$ cat src/rtl/dmem_port_arbiter_if.sv
// Bus bundle between the two data-memory requesters (C = core LSU, D = debug/loader)
// and the single-ported DMEM.
interface dmem_port_arbiter_if #(
    parameter int AW = 32,
    parameter int DW = 32
);
    logic          c_req;
    logic          c_we;
    logic          c_lock;
    logic [AW-1:0] c_addr;
    logic [DW-1:0] c_wdata;
    logic          c_gnt;
    logic          c_rvalid;
    logic [DW-1:0] c_rdata;

    logic          d_req;
    logic          d_we;
    logic          d_lock;
    logic [AW-1:0] d_addr;
    logic [DW-1:0] d_wdata;
    logic          d_gnt;
    logic          d_rvalid;
    logic [DW-1:0] d_rdata;

    logic          mem_read;
    logic          mem_write;
    logic [AW-1:0] mem_addr;
    logic [DW-1:0] mem_wdata;
    logic [DW-1:0] mem_rdata;

    // Requester and memory side of the bundle
    modport master (
        output c_req, c_we, c_lock, c_addr, c_wdata,
        input  c_gnt, c_rvalid, c_rdata,
        output d_req, d_we, d_lock, d_addr, d_wdata,
        input  d_gnt, d_rvalid, d_rdata,
        input  mem_read, mem_write, mem_addr, mem_wdata,
        output mem_rdata
    );

    // Arbiter side of the bundle
    modport slave (
        input  c_req, c_we, c_lock, c_addr, c_wdata,
        output c_gnt, c_rvalid, c_rdata,
        input  d_req, d_we, d_lock, d_addr, d_wdata,
        output d_gnt, d_rvalid, d_rdata,
        output mem_read, mem_write, mem_addr, mem_wdata,
        input  mem_rdata
    );
endinterface

$ cat src/rtl/dmem_port_arbiter.sv
// Two-port round-robin arbiter for a single-ported DMEM with a bounded lock, so one
// port can run short bursts; read data returns registered one cycle after the grant.
module dmem_port_arbiter #(
    parameter int AW       = 32,
    parameter int DW       = 32,
    parameter int MAX_HOLD = 4
) (
    input logic               clk,
    input logic               rst,
    dmem_port_arbiter_if.slave bus
);
    localparam int HW = $clog2(MAX_HOLD + 1);

    // Index 0 = port C, index 1 = port D
    logic [1:0]    req;
    logic [1:0]    we;
    logic [1:0]    lock;
    logic [1:0]    gnt;
    logic [AW-1:0] addr  [2];
    logic [DW-1:0] wdata [2];

    assign req      = {bus.d_req,  bus.c_req};
    assign we       = {bus.d_we,   bus.c_we};
    assign lock     = {bus.d_lock, bus.c_lock};
    assign addr[0]  = bus.c_addr;
    assign addr[1]  = bus.d_addr;
    assign wdata[0] = bus.c_wdata;
    assign wdata[1] = bus.d_wdata;

    logic          last_gnt_reg, last_gnt_next;
    logic [HW-1:0] hold_cnt_reg, hold_cnt_next;
    logic          gnt_any;
    logic          gnt_sel;
    logic          rvalid_reg [2];
    logic [DW-1:0] rdata_reg  [2];

    always_comb begin
        gnt_any = 1'b0;
        gnt_sel = 1'b0;
        if (!rst) begin
            if (req[0] && !req[1]) begin
                gnt_any = 1'b1;
                gnt_sel = 1'b0;
            end else if (req[1] && !req[0]) begin
                gnt_any = 1'b1;
                gnt_sel = 1'b1;
            end else if (&req) begin
                // Owner keeps the bus only while its lock budget lasts
                gnt_any = 1'b1;
                gnt_sel = (lock[last_gnt_reg] && (hold_cnt_reg < HW'(MAX_HOLD)))
                          ? last_gnt_reg : ~last_gnt_reg;
            end
        end
    end

    assign gnt       = gnt_any ? (gnt_sel ? 2'b10 : 2'b01) : 2'b00;
    assign bus.c_gnt = gnt[0];
    assign bus.d_gnt = gnt[1];

    assign bus.mem_write = gnt_any &  we[gnt_sel];
    assign bus.mem_read  = gnt_any & ~we[gnt_sel];
    assign bus.mem_addr  = gnt_any ? addr[gnt_sel]  : '0;
    assign bus.mem_wdata = gnt_any ? wdata[gnt_sel] : '0;

    always_comb begin
        last_gnt_next = last_gnt_reg;
        hold_cnt_next = '0;
        if (gnt_any) begin
            last_gnt_next = gnt_sel;
            if (gnt_sel == last_gnt_reg)
                hold_cnt_next = (hold_cnt_reg == HW'(MAX_HOLD)) ? hold_cnt_reg
                                                                : hold_cnt_reg + HW'(1);
            else
                hold_cnt_next = HW'(1);
        end
    end

    // Reset leaves D as last owner so C wins the first tie
    always_ff @(posedge clk) begin
        if (rst) begin
            last_gnt_reg <= 1'b1;
            hold_cnt_reg <= '0;
        end else begin
            last_gnt_reg <= last_gnt_next;
            hold_cnt_reg <= hold_cnt_next;
        end
    end

    for (genvar gi = 0; gi < 2; gi++) begin : g_port
        always_ff @(posedge clk) begin
            if (rst) begin
                rvalid_reg[gi] <= 1'b0;
                rdata_reg[gi]  <= '0;
            end else begin
                rvalid_reg[gi] <= gnt[gi] & ~we[gi];
                if (gnt[gi] && !we[gi])
                    rdata_reg[gi] <= bus.mem_rdata;
            end
        end
    end

    assign bus.c_rvalid = rvalid_reg[0];
    assign bus.c_rdata  = rdata_reg[0];
    assign bus.d_rvalid = rvalid_reg[1];
    assign bus.d_rdata  = rdata_reg[1];
endmodule
$ cat src/flat_wrapper.sv
// flat-port wrapper written by rule: the top's interface ports become plain ports
module dmem_port_arbiter_flat 
#(
    parameter int AW       = 32,
    parameter int DW       = 32,
    parameter int MAX_HOLD = 4
)
  (clk, rst, bus_c_req, bus_c_we, bus_c_lock, bus_c_addr, bus_c_wdata, bus_c_gnt, bus_c_rvalid, bus_c_rdata, bus_d_req, bus_d_we, bus_d_lock, bus_d_addr, bus_d_wdata, bus_d_gnt, bus_d_rvalid, bus_d_rdata, bus_mem_read, bus_mem_write, bus_mem_addr, bus_mem_wdata, bus_mem_rdata);
  dmem_port_arbiter_if #(.AW(AW), .DW(DW)) bus_i ();
  input logic clk;
  input logic rst;
  input wire logic [$bits(bus_i.c_req)-1:0] bus_c_req;
  input wire logic [$bits(bus_i.c_we)-1:0] bus_c_we;
  input wire logic [$bits(bus_i.c_lock)-1:0] bus_c_lock;
  input wire logic [$bits(bus_i.c_addr)-1:0] bus_c_addr;
  input wire logic [$bits(bus_i.c_wdata)-1:0] bus_c_wdata;
  output wire logic [$bits(bus_i.c_gnt)-1:0] bus_c_gnt;
  output wire logic [$bits(bus_i.c_rvalid)-1:0] bus_c_rvalid;
  output wire logic [$bits(bus_i.c_rdata)-1:0] bus_c_rdata;
  input wire logic [$bits(bus_i.d_req)-1:0] bus_d_req;
  input wire logic [$bits(bus_i.d_we)-1:0] bus_d_we;
  input wire logic [$bits(bus_i.d_lock)-1:0] bus_d_lock;
  input wire logic [$bits(bus_i.d_addr)-1:0] bus_d_addr;
  input wire logic [$bits(bus_i.d_wdata)-1:0] bus_d_wdata;
  output wire logic [$bits(bus_i.d_gnt)-1:0] bus_d_gnt;
  output wire logic [$bits(bus_i.d_rvalid)-1:0] bus_d_rvalid;
  output wire logic [$bits(bus_i.d_rdata)-1:0] bus_d_rdata;
  output wire logic [$bits(bus_i.mem_read)-1:0] bus_mem_read;
  output wire logic [$bits(bus_i.mem_write)-1:0] bus_mem_write;
  output wire logic [$bits(bus_i.mem_addr)-1:0] bus_mem_addr;
  output wire logic [$bits(bus_i.mem_wdata)-1:0] bus_mem_wdata;
  input wire logic [$bits(bus_i.mem_rdata)-1:0] bus_mem_rdata;
  assign bus_i.c_req = bus_c_req;
  assign bus_i.c_we = bus_c_we;
  assign bus_i.c_lock = bus_c_lock;
  assign bus_i.c_addr = bus_c_addr;
  assign bus_i.c_wdata = bus_c_wdata;
  assign bus_c_gnt = bus_i.c_gnt;
  assign bus_c_rvalid = bus_i.c_rvalid;
  assign bus_c_rdata = bus_i.c_rdata;
  assign bus_i.d_req = bus_d_req;
  assign bus_i.d_we = bus_d_we;
  assign bus_i.d_lock = bus_d_lock;
  assign bus_i.d_addr = bus_d_addr;
  assign bus_i.d_wdata = bus_d_wdata;
  assign bus_d_gnt = bus_i.d_gnt;
  assign bus_d_rvalid = bus_i.d_rvalid;
  assign bus_d_rdata = bus_i.d_rdata;
  assign bus_mem_read = bus_i.mem_read;
  assign bus_mem_write = bus_i.mem_write;
  assign bus_mem_addr = bus_i.mem_addr;
  assign bus_mem_wdata = bus_i.mem_wdata;
  assign bus_i.mem_rdata = bus_mem_rdata;
  dmem_port_arbiter #(.AW(AW), .DW(DW), .MAX_HOLD(MAX_HOLD)) u_core (.clk(clk), .rst(rst), .bus(bus_i));
endmodule
$ cat config.mk
export PLATFORM = sky130hd
export DESIGN_NAME = dmem_port_arbiter_flat
export DESIGN_NICKNAME = d
export VERILOG_FILES = /design/src/rtl/dmem_port_arbiter_if.sv /design/src/rtl/dmem_port_arbiter.sv /design/src/flat_wrapper.sv
export SDC_FILE = /design/constraint.sdc
export NUM_CORES = 1
export LEC_CHECK = 0
export ABC_AREA = 0
export CORE_ASPECT_RATIO = 0.9
export CORE_MARGIN = 4
export CORE_UTILIZATION = 31
export DETAILED_ROUTE_END_ITERATION = 8
export PLACE_DENSITY = 0.8
export SLEW_MARGIN = 40
export SYNTH_ARGS = -nofsm -noshare
export SYNTH_HDL_FRONTEND = slang
export SYNTH_SLANG_ARGS = --single-unit
$ cat constraint.sdc
create_clock -name clk -period 3.2 [get_ports clk]
set_clock_uncertainty 0.2 [all_clocks]
set_input_delay 0.48 -clock clk [delete_from_list [all_inputs] [get_ports clk]]
set_output_delay 0.48 -clock clk [all_outputs]
set_load 0.005 [all_outputs]
After elaboration in Yosys (flattened, before gate mapping):

Memories as Yosys holds them, arrays and structs flattened.
Cells that the tools add are included.

* bitwise gates (word level): 15
* reduce and logical (&&, ||, !) cells: 12
* eq/ne operators: 3
* add/sub/neg operators: 1
* magnitude comparators: 4
* multiplexer cells: 38

Operators by type and width (number)
* $mux 32: 10
* $mux 1: 26
* $not 1->1: 6
* $logic_and 1x1->1: 5
* $and 1x1->1: 4
* $logic_not 1->1: 4
* $lt 1x2->1 const B: 2
* $mux 2: 2
* $or 1x1->1: 4
* $add 3x1->3 const B: 1
* $eq 3x3->1 const B: 1
* $lt 3x3->1 const B: 1
* $reduce_or 3->1: 1
* $ge 2x2->1 const B: 1
* $ne 2x2->1 const B: 1
* $not 1->2: 1
* $reduce_and 2->1: 1
* $reduce_or 2->1: 1
* $eq 1x1->1: 1

* output and inout bits: 134
* input bits: 168
* memories kept: 2
* word-level logic and storage cells: 78
* RAM bits: 66
* bits in registers: 4

Memory list
* u_core.rdata_reg: words 2, width 32, rd ports 2, clocked after memory_dff 0, write ports 2, RTL line dmem_port_arbiter.sv:35 `logic [DW-1:0] rdata_reg [2];`
* u_core.rvalid_reg: words 2, width 1, rd ports 2, clocked after memory_dff 0, write ports 2, RTL line dmem_port_arbiter.sv:34 `logic rvalid_reg [2];`

Logic depth before layout (Yosys ltp):

* depth in word-level cells: 15
* gate-level depth with buffers: 6
* depth with buffers taken out: 5

Worst setup path before layout:

OpenSTA, ideal clock, no wires.

* kind: input-to-reg
* start: in bus_c_lock
* end: mem u_core.rdata_reg[0][0] (enable)
* library setup time: 0.428 ns
* arrival: 2.657 ns
* buffers on the path: 1
* slack: -0.085 ns
* data required time: 2.572 ns
* stages on the path: 4
* cells stage by stage: nor4bb_4 > a211oi_2 > buf_2 > o21bai_1

RTL lines
* start, declared: RTL line flat_wrapper.sv:14 `input wire logic [$bits(bus_i.c_lock)-1:0] bus_c_lock;`
* end, declared: RTL line dmem_port_arbiter.sv:35

Worst setup path after layout:

* start: in bus_c_lock
* end: out bus_mem_addr[7]

* longest elaborated chain between the ends: 13

RTL lines
* $mux 1 (implied by the code) (2 in a row): RTL line dmem_port_arbiter.sv:50 `gnt_sel = (lock[last_gnt_reg] && (hold_cnt_reg < HW'(MAX_HOLD)))`
* $logic_and 1x1->1: RTL line dmem_port_arbiter.sv:50
* $mux 1: RTL line dmem_port_arbiter.sv:51 `? last_gnt_reg : ~last_gnt_reg;`
* $mux 1: RTL line dmem_port_arbiter.sv:47 `end else if (&req) begin`
* $mux 1: RTL line dmem_port_arbiter.sv:44 `end else if (req[1] && !req[0]) begin`
* $mux 1: RTL line dmem_port_arbiter.sv:41 `if (req[0] && !req[1]) begin`
* $mux 1: RTL line dmem_port_arbiter.sv:40 `if (!rst) begin`
* $not 1->2 (implied by the code): RTL line dmem_port_arbiter.sv:62 `assign bus.mem_addr = gnt_any ? addr[gnt_sel] : '0;`
* $mux 32 (implied by the code) (3 in a row): RTL line dmem_port_arbiter.sv:62
* $mux 32: RTL line dmem_port_arbiter.sv:62
* end, declared: RTL line flat_wrapper.sv:30 `output wire logic [$bits(bus_i.mem_addr)-1:0] bus_mem_addr;`

Every way passes these cells. The select of a mux whose other input is x is not followed.

==> results.toml <==
[critical_path]
crit_family = "buffers and inverters"
r2r_slack_ps = 860
ff2ff_path_depth = 6
cpMostUsedCell = "clkdlybuf4s50_1"
critPathLaunchType = "input port"
cp.arrival_ps = 2470
path_class = "input port to primary output"
worstReg2RegStart = "u_core.last_gnt_reg"
r2r-end = "u_core.rdata_reg[1][3]"
critPathRequiredTime_ps = 2520
crit_path_end_kind = "primary output"
crit_buf_inv = 3
cpPeakStageDelay_ps = 560
slowest_stage = "clkdlybuf4s50_1"
path_cells = "clkdlybuf4s50_1, nor4bb_4, a211o_4, buf_4, mux2i_1, clkdlybuf4s50_1"
worst-path-max-fanout = 11

[finish]
final_util = 0.586
antenna_cells = 0
fill_cells = 1092
finalNonFillerCells = 913
layout.nets = 910
largest_reg_flops = 64
drive_gt1_frac = 0.0671
area_growth_pct = 84.3

[pwr]
share_clk_of_total_power = 0.337
seq_power_share = 0.381
switching_share = 0.233
irDropWorstVdd_uv = 263
combPwrFrac = 0.282
power.switching_mw = 0.659
power.density_mw_per_mm2 = 359
p_leak_nw = 3.51
internal_power_mw = 2.17

[timing]
hold_viol = 0
final_max_slew_viol_count = 0
finalCritPeriodShare = 0.984
rsz0062_at_grt = "true"
slew_headroom = 0.578
final-setup-viol-count = 0
fin_ws_ps = 52.1
max_freq_mhz = 318
worst_pin_slew_ps = 631
min_period_ps = 3150

[drt]
drc = 0
ant_nets = 0
num_vias = 4306
drt-wirelength-per-cell_um = 17.3
routed_via_density = 4.72
drtPass1Iterations = 4
routed_wl_mm = 15.8
drt_iter0_drc = 208

[min_path]
min_path_cells = 3
worstHoldStart = "rst"
whs_endpoint = "u_core.last_gnt_reg"
hp-class = "input port to flop"

[clock_network]
cts.clk_slew.worst_paths_ps = 50
root_buffer = "clkbuf_16"
cts_num_sinks = 70
cts_hold_buf = 0
ctsLongestPathBuffers = 2
tritoncts = "done"
cts_buffers = 9
htreeDepth = 3
clkLatencyLatePin_ps = 320

[logic_synthesis]
yosysWarnings = 0
ys_async_sr_fraction = 0
syn-num-nets = 606
synthTopCellsByCount = "67 x nand2b_1, 65 x nand2_1, 64 x edfxtp_1, 64 x mux2i_1, 64 x nor3_1"
ys_types = 34
seq_area_frac_synth = 0.478
synth-edff-count = 64
synth-seq-cells = 70
yosys-top-cells-area = "edfxtp_1 45%, mux2i_1 15%, nand2b_1 9.8%, nor3_1 7.5%, nand2_1 5.7%"
synth_cells = 436
synth_top_cell_by_area = "edfxtp_1"
syn_area_sq_mm = 0.00427
yosysMostFrequentCell = "nand2b_1"
ys.flop_type = "edfxtp_1"
synth_top_cell_area_share = 0.450
avgSynthCellArea_sq_um = 9.79

[floorplanning]
io_pins = 302
dieArea_sq_mm = 0.0157
die_w_um = 132
start_util = 0.318
core.rowCount = 40
core_sq_mm = 0.0134
die_h_um = 119

[placed_design]
dpl.hpwl_mm = 12.8
place_congestion = 0.981
dp_slack_ps = -80.4
dp.cells = 893
port-buffer-count = 301

[global_route]
grt_use_total = 0.193
antenna_found_initial = 0
grt_max_degree = 67
gr-total-overflow = 0
grt_pass1_vias = 4528
grt_pass1_wl_mm = 24.2

[job]
max-cap-violations = 0

[outcome]
status = "completed"
==> layout make-up <==
| type | count | area [sq um] | share of cell area |
|---|---|---|---|
| Timing Repair Buffer | 330 | 3260 | 0.415 |
| Clock inverter | 2 | 35.0 | 0.00445 |
| Multi-Input combinational cell | 290 | 1910 | 0.243 |
| Clock buffer | 14 | 254 | 0.0323 |
| Tap cell | 168 | 210 | 0.0267 |
| Inverter | 39 | 146 | 0.0186 |
| Sequential cell | 70 | 2040 | 0.260 |
==> stage by stage <==
step	TNS, ps	power [mW]	instance area, sq um	hold WS [ps]
floorplan	0	1.37	4270	315
global placement	-31.5	1.90	7560	336
detailed placement	-1360	1.92	7560	358
CTS	-12.2	2.85	7800	335
global route	-109	2.94	7870	385
finish	0	2.83	7870	351
==> what timing repair did <==
item | 4_1_cts | 5_1_grt
endpoints found under the setup margin | 46 | 24
gates resized for setup | 37 | 13
setup buffers | 0 | 4
pin swaps | 1 | 1
==> per-layer routing <==
metal	global-route usage	vias to the layer above	wire length, um	share of wire
met4	0.0787	0	456	0.029
met1	0.213	1934	5840	0.37
met3	0.0680	33	1450	0.092
met2	0.339	253	8050	0.51
met5	0	-	0	0
li1	-	2086	-	-
==> logic make-up (layout without fill, tap and decap cells) <==
group / Yosys count / count (layout) / share of synthesized area
mux: 64 / 64 / 0.150
fa+ha+maj: 2 / 2 / 0.00586
buf+inv: 76 / 385 / 0.0797
simple gates: 207 / 207 / 0.252
xor+xnor: 1 / 1 / 0.00205
flops: 70 / 70 / 0.478
compound gates: 16 / 16 / 0.0317
==> how the worst max path moves through the flow <==
stage	startpoint	to	cells after the start
floorplan	bus_c_lock	u_core.rdata_reg[0][0]	4
global placement	bus_c_lock	bus_mem_wdata[26]	6
detailed placement	bus_c_lock	bus_mem_wdata[20]	6
CTS	bus_c_lock	bus_mem_addr[3]	6
global route	bus_c_lock	bus_mem_wdata[0]	6
finish	bus_c_lock	bus_mem_addr[7]	6
==> power groups by stage <==
stage | sequential, mW | combinational, mW | clock (mW)
6_report | 1.08 | 0.796 | 0.953
5_1_grt | 1.08 | 0.852 | 1.01
4_1_cts | 1.08 | 0.800 | 0.971
3_5_place_dp | 1.10 | 0.825 | 0
3_3_place_gp | 1.09 | 0.811 | 0
2_1_floorplan | 1.10 | 0.274 | 0
==> worst min-delay path, delay by kind of cell <==
| family | cells | cell delay [ps] |
|---|---|---|
| AOI/OAI and AO/OA | 1 | 110 |
| buffers and inverters | 1 | 190 |
| and+or+nand+nor | 1 | 70 |
==> cells in the final DEF, fill, tap and decap left out, types with 2 or more instances in the layout <==
master	synthesis	layout
o32ai_1	3	3
buf_4	2	23
ha_1	2	2
buf_6	5	2
nor3_1	64	64
buf_12	0	4
nand2_1	65	65
nor4_1	2	2
dfxtp_1	6	6
edfxtp_1	64	64
inv_1	37	37
clkdlybuf4s50_1	0	252
o21ai_0	2	2
dlymetal6s2s_1	0	11
mux2i_1	64	64
nand2b_1	67	67
clkbuf_1	22	4
nor2_1	3	3
clkbuf_16	0	9
dlygate4sd2_1	0	37
Note: power is estimated with default switching activity, not from simulation.
